===== src/rtl/mux_share_arbiter.sv =====
// Two-requester round-robin arbiter driving the select of a shared 2:1 data mux.
// Optional ARB_TIMEOUT_EN adds a hold counter that forces hand-over after HOLD_LIMIT cycles.
module mux_share_arbiter #(
   parameter int unsigned WIDTH      = 32,
   parameter int unsigned HOLD_LIMIT = 8
) (
   input  logic             clk,
   input  logic             rst,
   input  logic             Req_0,
   input  logic             Req_1,
   input  logic [WIDTH-1:0] Input_0,
   input  logic [WIDTH-1:0] Input_1,
   output logic             Gnt_0,
   output logic             Gnt_1,
   output logic             Sel,
   output logic [WIDTH-1:0] Output,
   output logic             Out_Valid,
   output logic             Preempt
);

   typedef enum logic [1:0] {IDLE, GRANT0, GRANT1} state_t;

   state_t state, state_nxt;
   logic   last, last_nxt;
   logic   pre_nxt;

   if (HOLD_LIMIT < 1 || HOLD_LIMIT > 255) begin : g_bad_hold
      $error("HOLD_LIMIT must be within 1..255");
   end

`ifdef ARB_TIMEOUT_EN
   localparam logic [7:0] HOLD_MAX = 8'(HOLD_LIMIT - 1);
   logic [7:0] hold_cnt;
   logic       expire;

   assign expire = (hold_cnt == HOLD_MAX);
`endif

   always_comb begin
      state_nxt = state;
      last_nxt  = last;
      pre_nxt   = 1'b0;
      unique case (state)
         IDLE: begin
            // last == 1 means requester 1 was served most recently, so 0 wins a tie
            if (Req_0 && (!Req_1 || last)) state_nxt = GRANT0;
            else if (Req_1)                state_nxt = GRANT1;
         end
         GRANT0: begin
            if (!Req_0) begin
               last_nxt  = 1'b0;
               state_nxt = Req_1 ? GRANT1 : IDLE;
            end
`ifdef ARB_TIMEOUT_EN
            else if (Req_1 && expire) begin
               last_nxt  = 1'b0;
               state_nxt = GRANT1;
               pre_nxt   = 1'b1;
            end
`endif
         end
         GRANT1: begin
            if (!Req_1) begin
               last_nxt  = 1'b1;
               state_nxt = Req_0 ? GRANT0 : IDLE;
            end
`ifdef ARB_TIMEOUT_EN
            else if (Req_0 && expire) begin
               last_nxt  = 1'b1;
               state_nxt = GRANT0;
               pre_nxt   = 1'b1;
            end
`endif
         end
         default: state_nxt = IDLE;
      endcase
   end

   always_ff @(posedge clk) begin
      if (rst) begin
         state <= IDLE;
         last  <= 1'b1;
         Gnt_0 <= 1'b0;
         Gnt_1 <= 1'b0;
         Sel   <= 1'b0;
`ifdef ARB_TIMEOUT_EN
         Preempt  <= 1'b0;
         hold_cnt <= '0;
`endif
      end else begin
         state <= state_nxt;
         last  <= last_nxt;
         Gnt_0 <= (state_nxt == GRANT0);
         Gnt_1 <= (state_nxt == GRANT1);
         // Sel keeps pointing at the previous owner while idle
         if (state_nxt != IDLE) Sel <= (state_nxt == GRANT1);
`ifdef ARB_TIMEOUT_EN
         Preempt <= pre_nxt;
         // saturating at HOLD_MAX lets a late competing request preempt on the next edge
         if (state_nxt != state)                        hold_cnt <= '0;
         else if (state != IDLE && hold_cnt != HOLD_MAX) hold_cnt <= hold_cnt + 8'd1;
`endif
      end
   end

`ifndef ARB_TIMEOUT_EN
   assign Preempt = 1'b0;
`endif

   assign Out_Valid = Gnt_0 | Gnt_1;
   assign Output    = Sel ? Input_1 : Input_0;

endmodule


===== config.mk =====
export PLATFORM = sky130hd
export DESIGN_NAME = mux_share_arbiter
export DESIGN_NICKNAME = d
export VERILOG_FILES = /design/src/rtl/mux_share_arbiter.sv
export SDC_FILE = /design/constraint.sdc
export NUM_CORES = 1
export LEC_CHECK = 0
export CAP_MARGIN = 5
export CORE_MARGIN = 3
export CORE_UTILIZATION = 20
export DETAILED_ROUTE_END_ITERATION = 8
export PLACE_DENSITY = 0.78
export SYNTH_ARGS = -nofsm -noshare
export SYNTH_HDL_FRONTEND = slang
export SYNTH_SLANG_ARGS = --single-unit

===== constraint.sdc =====
create_clock -name clk -period 1 [get_ports clk]
set_input_delay 0.1 -clock clk [delete_from_list [all_inputs] [get_ports clk]]
set_output_delay 0.1 -clock clk [all_outputs]
set_load 0.01 [all_outputs]

==> results of run 1 <==
[worst max-delay path, cell delays in order (launching register included)]
cell     delay [ps]
dfxtp_4         390
buf_12          130
buf_12          130
mux2_4          310
buf_6           130
[kinds of logic (layout without fill, tap and decap cells)]
family	after synthesis	count (layout)	synth area share
multiplexers	32	32	0.561
AND/OR/NAND/NOR	11	11	0.105
buffers and inverters	7	120	0.0877
flip-flops	6	6	0.187
AO/OA/AOI/OAI	5	5	0.0526
other	1	1	0.00584
[layout by cell type, fill, tap and decap left out]
cell             synthesis  layout
conb_1                   1       1
buf_2                    0       2
o21bai_1                 1       1
inv_1                    2       2
buf_6                    3      35
nor2_1                   5       5
dfxtp_2                  0       3
dlygate4sd2_1            0       1
buf_4                    2       3
clkdlybuf4s50_1          0      66
o22ai_2                  0       1
or2_4                    0       1
nor3b_2                  1       1
mux2_4                   0      32
and3b_1                  2       2
buf_16                   0       3
a221oi_2                 0       1
dfxtp_4                  0       1
clkbuf_4                 0       3
nand2b_1                 2       2
a31oi_2                  0       1
dfxtp_1                  6       2
a21oi_1                  1       1
buf_12                   0       5
[registers in the layout, indices dropped and copies added (netlist names)]
signal	flops
Sel	1
Gnt_1	1
state	2
Gnt_0	1
last	1
[power by group through the flow]
stage                     sequential [µW]  clock [µW]  combinational (µW)
after global routing                  287         245                1180
after CTS                             281         234                1120
after floorplan                       281           0                 384
after global placement                279           0                 923
after detailed placement              282           0                 940
final                                 284         228                1140
[cell type report]
class / instances / area share
clock buffer: 3 / 0.0107
inverter: 2 / 0.00358
multi-input combinational: 49 / 0.290
sequential: 6 / 0.0609
tap: 42 / 0.0251
timing repair buffer: 115 / 0.610
[timing repair]
action,4_1_cts,5_1_grt
gates cloned,4,0
setup endpoints to repair,37,39
pin swaps,3,1
setup buffers,3,1
resized for setup,199,7
[metal layers]
layer / vias up / track usage / part of all wire
met1: 452 / 0.209 / 0.33
li1: 451 / - / -
met5: - / 0 / 0
met4: 0 / 0.0744 / 0.032
met3: 20 / 0.0719 / 0.093
met2: 72 / 0.443 / 0.54
[per-stage QoR]
stage / setup WS [ps] / area [µm²] / setup TNS (ps) / instances / power (µW)
2_1_floorplan: -38.8 / 767 / -1090 / 62 / 666
3_3_place_gp: -483 / 1840 / -15540 / 207 / 1200
3_5_place_dp: -499 / 1840 / -16390 / 207 / 1220
4_1_cts: -429 / 2100 / -13100 / 217 / 1640
5_1_grt: -460 / 2100 / -13750 / 217 / 1710
6_report: -432 / 2100 / -12750 / 217 / 1650
[path summary, 6_finish.rpt]
path | startpoint | endpoint | slack, ps | cells past startpoint
worst max-delay path | Sel | Output[17] | -430 | 4
worst min-delay path | Req_1 | last | 420 | 4
worst min register to register | last | last | 560 | 2
worst max register to register | state[1] | Sel | -30 | 3
==> metrics.md, run 1 <==
| Metric | Value |
|---|---|
| Status | complete, but fails checks |
| Failing checks | negative setup slack |
| Synthesized net count | 130 |
| RSZ-0062 raised after global routing | yes |
| Top-count cell post-synth | mux2_2 |
| Hold/Removal Path Class | input port to flop |
| # rows | 19 |
| Pin count of the biggest net entering global routing | 7 |
| ANT cells | 0 |
| First-pass GRT wire length | 6.57 mm |
| CP Data Required Time | 900 ps |
| TritonCTS Buffers | 3 |
| Starting DRC count in detailed routing | 28 |
| Cts hold-fix bufs | 0 |
| Drt drc | 0 |
| Clk slew on worst S/H paths | 50 ps |
| GR Util All Layers | 0.223 |
| Mapped Cells | 62 |
| CP startpoint kind | flop |
| Synth Cell Area | 642 µm² |
| Worst-Skew Late Latency | 240 ps |
| Syn avg cell area | 10.4 µm² |
| Vias in the first global route | 1021 |
| Max Cap Viol | 0 |
| Crit path DAT | 1330 ps |
| Detailed Place HPWL | 3.18 mm |
| Kind of critical path | flop to primary output |
| Cell Int Power | 1180 µW |
| DIE AREA | 3930 µm² |
| Die Y | 62.7 µm |
| Initial core utilization | 0.221 |
| Max Slew Vio Count | 0 |
| Achievable Freq | 0.699 GHz |
| DRT antenna net count | 0 |
| Via/cell ratio | 4.59 |
| Core Footprint | 2900 µm² |
| Synth cell count leaders | 32 x mux2_2, 6 x dfxtp_1, 5 x nor2_1 |
| Power density over the cells | 787 nW/µm² |
| Number of antenna violations at the first check in global routing | 0 |
| Switching Fraction | 0.287 |
| Ratio of cells with drive above 1 in the final layout | 0.526 |
| Min Tclk post-route | 1430 ps |
| Final setup fails | 35 |
| Clock tree buffer depth | 2 |
| Power share of the clock group | 0.138 |
| Count of cell types in the netlist | 16 |
| Sequential share of power | 0.172 |
| Area occupied by multi-input gates | 607 µm² |
| Asr flop ratio synth | 0 |
| Slack of the critical path | -432 ps |
| # IOs | 105 |
| Ys flop type | dfxtp_1 |
| Sequential cell area | 128 µm² |
| Root buffer cell | clkbuf_4 |
| Seq cells post-synth | 6 |
| # H-tree levels | 1 |
| Die Span X | 62.7 µm |
| Core Util, Final | 0.723 |
| Final estimated routing congestion in global placement | 0.767 |
| CTS tree | yes |
| Top post-synthesis cells by area | mux2_2 56%, dfxtp_1 19%, buf_6 5.3%, nor2_1 2.9%, and3b_1 2.7% |
| P_leak | 0.000932 µW |
| Top-area cell type share of the netlist area | 0.561 |
| Vias | 995 |
| Hold Slack | 422 ps |
| Logic gate share of total power | 0.689 |
| Port bufs | 103 |
| Peak supply drop | 0.000772 V |
| NetSw | 473 µW |
| Yosys warns | 0 |
| Area grow syn2layout | 227% |
| Post-synthesis sequential area ratio | 0.187 |
| Layout fillers | 191 |
| Tcrit/Tclk final | 1.43 |
| WL final | 4.68 mm |
| Clock sinks | 6 |
| Drt pass-1 iters | 6 |
| EDFF count, synth | 0 |
| Final Hold Viols | 0 |
| Final #Nets | 245 |
| Crit path capture type | primary output |
| Total grt overflow | 0 |
| Cell taking the most area after synthesis | mux2_2 |
| Maximum fanout along the worst path | 6 |
| Skew final | 1.09 ps |
| Routed WL per cell | 21.6 µm |
(Power assumes the default switching activity.)
==> inputs of run 2 (changes only) <==
Settings changed: ABC_AREA from default to 1, CELL_PAD_IN_SITES_DETAIL_PLACEMENT from default to 1, CELL_PAD_IN_SITES_GLOBAL_PLACEMENT from default to 2, CORE_UTILIZATION 20 to 10, PLACE_DENSITY 0.78 to default, PLACE_DENSITY_LB_ADDON from default to 0.1.
==> metrics.md, run 2 <==
| Metric | Value |
|---|---|
| Hold/Removal Path Class | input port to flop |
| Count of cell types in the netlist | 14 |
| Top reg by flops | state |
| Peak supply drop | 0.000469 V |
| EDFF count, synth | 0 |
| Yosys warns | 0 |
| Drt drc | 0 |
| CP startpoint kind | flop |
| TritonCTS Buffers | 3 |
| Total grt overflow | 0 |
| Worst Path Buf+Inv | 3 |
| Final #Nets | 260 |
| Critical-path cell with the highest stage delay | dfxtp_4 |
| Syn avg cell area | 11.0 µm² |
| Largest register FFs | 2 |
| Achievable Freq | 0.714 GHz |
| RSZ-0062 raised after global routing | yes |
| Worst Hold Path EP | Gnt_0 |
| Setup TNS | -11540 ps |
| Status | complete, but fails checks |
| Slack of the critical path | -401 ps |
| Most common cell on crit path | buf_6 |
| Failing checks | negative setup slack |
| Mapped Cells | 72 |
| DRT antenna net count | 0 |
| Min Tclk post-route | 1400 ps |
| Max Cap Viol | 0 |
| Core Util, Final | 0.296 |
| Tcrit/Tclk final | 1.40 |
| First-pass GRT wire length | 5.89 mm |
| Vias in the first global route | 1122 |
| Routed WL per cell | 14.1 µm |
| Asr flop ratio synth | 0 |
| # rows | 31 |
| Worst-Skew Late Latency | 220 ps |
| Crit path DAT | 1300 ps |
| Number of antenna violations at the first check in global routing | 0 |
| Clk slew on worst S/H paths | 40 ps |
| Die Y | 95.1 µm |
| Synth cell count leaders | 29 x mux2_4, 8 x nand2_1, 6 x dfxtp_1, 6 x nor2_1, 5 x nand3_1 |
| Clock tree buffer depth | 2 |
| Reg2Reg Depth | 5 |
| Crit path capture type | primary output |
| Area grow syn2layout | 179% |
| Ratio of cells with drive above 1 in the final layout | 0.521 |
| GR Util All Layers | 0.0843 |
| Top post-synthesis cells by area | mux2_4 55%, dfxtp_1 15%, buf_12 7.6%, mux2_2 4.3%, nand2_1 3.8% |
| Drt pass-1 iters | 3 |
| Clock sinks | 6 |
| Post-synthesis sequential area ratio | 0.151 |
| CTS tree | yes |
| Delay-heaviest family, CP | flip-flops |
| Critical path cell sequence | buf_6 -> buf_12 -> mux2_4 -> buf_6 |
| Final Hold Viols | 0 |
| ANT cells | 0 |
| DIE AREA | 9040 µm² |
| Vias | 1006 |
| Tot Pwr | 1870 µW |
| Pin count of the biggest net entering global routing | 10 |
| WHS Path Cells | 3 |
| Cell taking the most area after synthesis | mux2_4 |
| Cts hold-fix bufs | 0 |
| Maximum fanout along the worst path | 5 |
| Top-count cell post-synth | mux2_4 |
| Starting DRC count in detailed routing | 9 |
| # H-tree levels | 1 |
| CP Data Required Time | 900 ps |
| Via/cell ratio | 3.48 |
| Ys flop type | dfxtp_1 |
| Detailed Place HPWL | 3.22 mm |
| P_leak | 0.000989 µW |
| Synth Cell Area | 793 µm² |
| Final estimated routing congestion in global placement | 0.724 |
| Root buffer cell | clkbuf_8 |
| Synthesized net count | 140 |
| Seq cells post-synth | 6 |
| R2R setup slack | 70 ps |
| WL final | 4.08 mm |
| Most frequent cells in the layout | 66 x clkdlybuf4s50_1, 39 x buf_6, 32 x mux2_4, 8 x buf_4, 7 x nand2_1 |
| Initial core utilization | 0.106 |
| # IOs | 105 |
| Max Slew Vio Count | 0 |
| Kind of critical path | flop to primary output |
| Final setup fails | 33 |
| Commonest non-fill, non-tap cell in the layout | clkdlybuf4s50_1 |
| Power density over the cells | 843 nW/µm² |
| Hold_sp | Req_0 |
| Core Footprint | 7490 µm² |
| Die Span X | 95.1 µm |
| Top-area cell type share of the netlist area | 0.549 |
| Critical path's largest stage delay | 400 ps |
| Skew final | 1.34 ps |
| Port bufs | 103 |
| Reg2reg end | Sel |
| FF-to-FF Start | state[0] |
-- run 2: cell count changes after synthesis, sizes merged --
cell    previous run  this run
and3b              2         0
o22ai              1         0
nor3b              1         0
inv                2         4
nand3              0         5
a21boi             0         1
a221oi             1         0
a21oi              1         3
nor2               5         6
a31oi              1         0
nand2              0         8
nand2b             2         0
o21bai             1         0
-- run 2: cell families after synthesis --
| family | share of synthesized area |
|---|---|
| buffers and inverters | 0.118 |
| AOI/OAI and AO/OA | 0.0284 |
| muxes | 0.591 |
| DFF | 0.151 |
| and+or+nand+nor | 0.106 |
| other | 0.00473 |
-- run 2: worst max path at each step --
| stage | slack (ps) | start | depth (start not counted) | end |
|---|---|---|---|---|
| floorplan | -30 | Sel | 3 | Output[10] |
| global placement | -500 | Sel | 3 | Output[0] |
| detailed placement | -510 | Sel | 3 | Output[0] |
| CTS | -510 | Sel | 5 | Output[27] |
| global route | -450 | Sel | 4 | Output[24] |
| finish | -400 | Sel | 4 | Output[25] |
-- run 2: metal layers --
layer | wire [µm] | track usage | vias up
met1 | 1480 | 0.0911 | 453
met4 | 15 | 0.0180 | 0
met3 | 502 | 0.0292 | 2
met5 | 0 | 0 | -
li1 | - | - | 484
met2 | 2090 | 0.157 | 67
-- run 2: timing repair --
action | in CTS | in global routing
cloned | 3 | 0
pin swaps | 1 | 3
buffers inserted | 13 | 0
resized for setup | 195 | 12
setup endpoints to repair | 39 | 40
-- run 2: power breakdown --
| part | switching, µW | internal, µW | leakage (µW) |
|---|---|---|---|
| clock | 107 | 259 | 0.0000216 |
| sequential | 26.6 | 266 | 0.0000516 |
| combinational | 379 | 829 | 0.000915 |
-- run 2: layout make-up --
| class | count | area, µm² |
|---|---|---|
| clock buffer | 3 | 41.3 |
| multi-input combinational | 57 | 626 |
| tap | 99 | 124 |
| timing repair buffer | 120 | 1280 |
| fill | 841 | 5270 |
| inverter | 4 | 15.0 |
| sequential | 6 | 129 |
-- run 2: stage by stage --
| step | cells | setup WS (ps) | hold WS (ps) | instance area [µm²] |
|---|---|---|---|---|
| floorplan | 72 | -34.6 | 169 | 795 |
| global placement | 273 | -503 | 452 | 1910 |
| detailed placement | 273 | -514 | 456 | 1910 |
| CTS | 292 | -508 | 463 | 2250 |
| global route | 289 | -454 | 314 | 2210 |
| finish | 289 | -401 | 277 | 2210 |
-- run 2: worst reg2reg max path: cells and delay by family (launching register included) --
kind            cells  cell delay, ps
flops               1             360
simple gates        3             220
compound gates      1             160
buf+inv             1             100
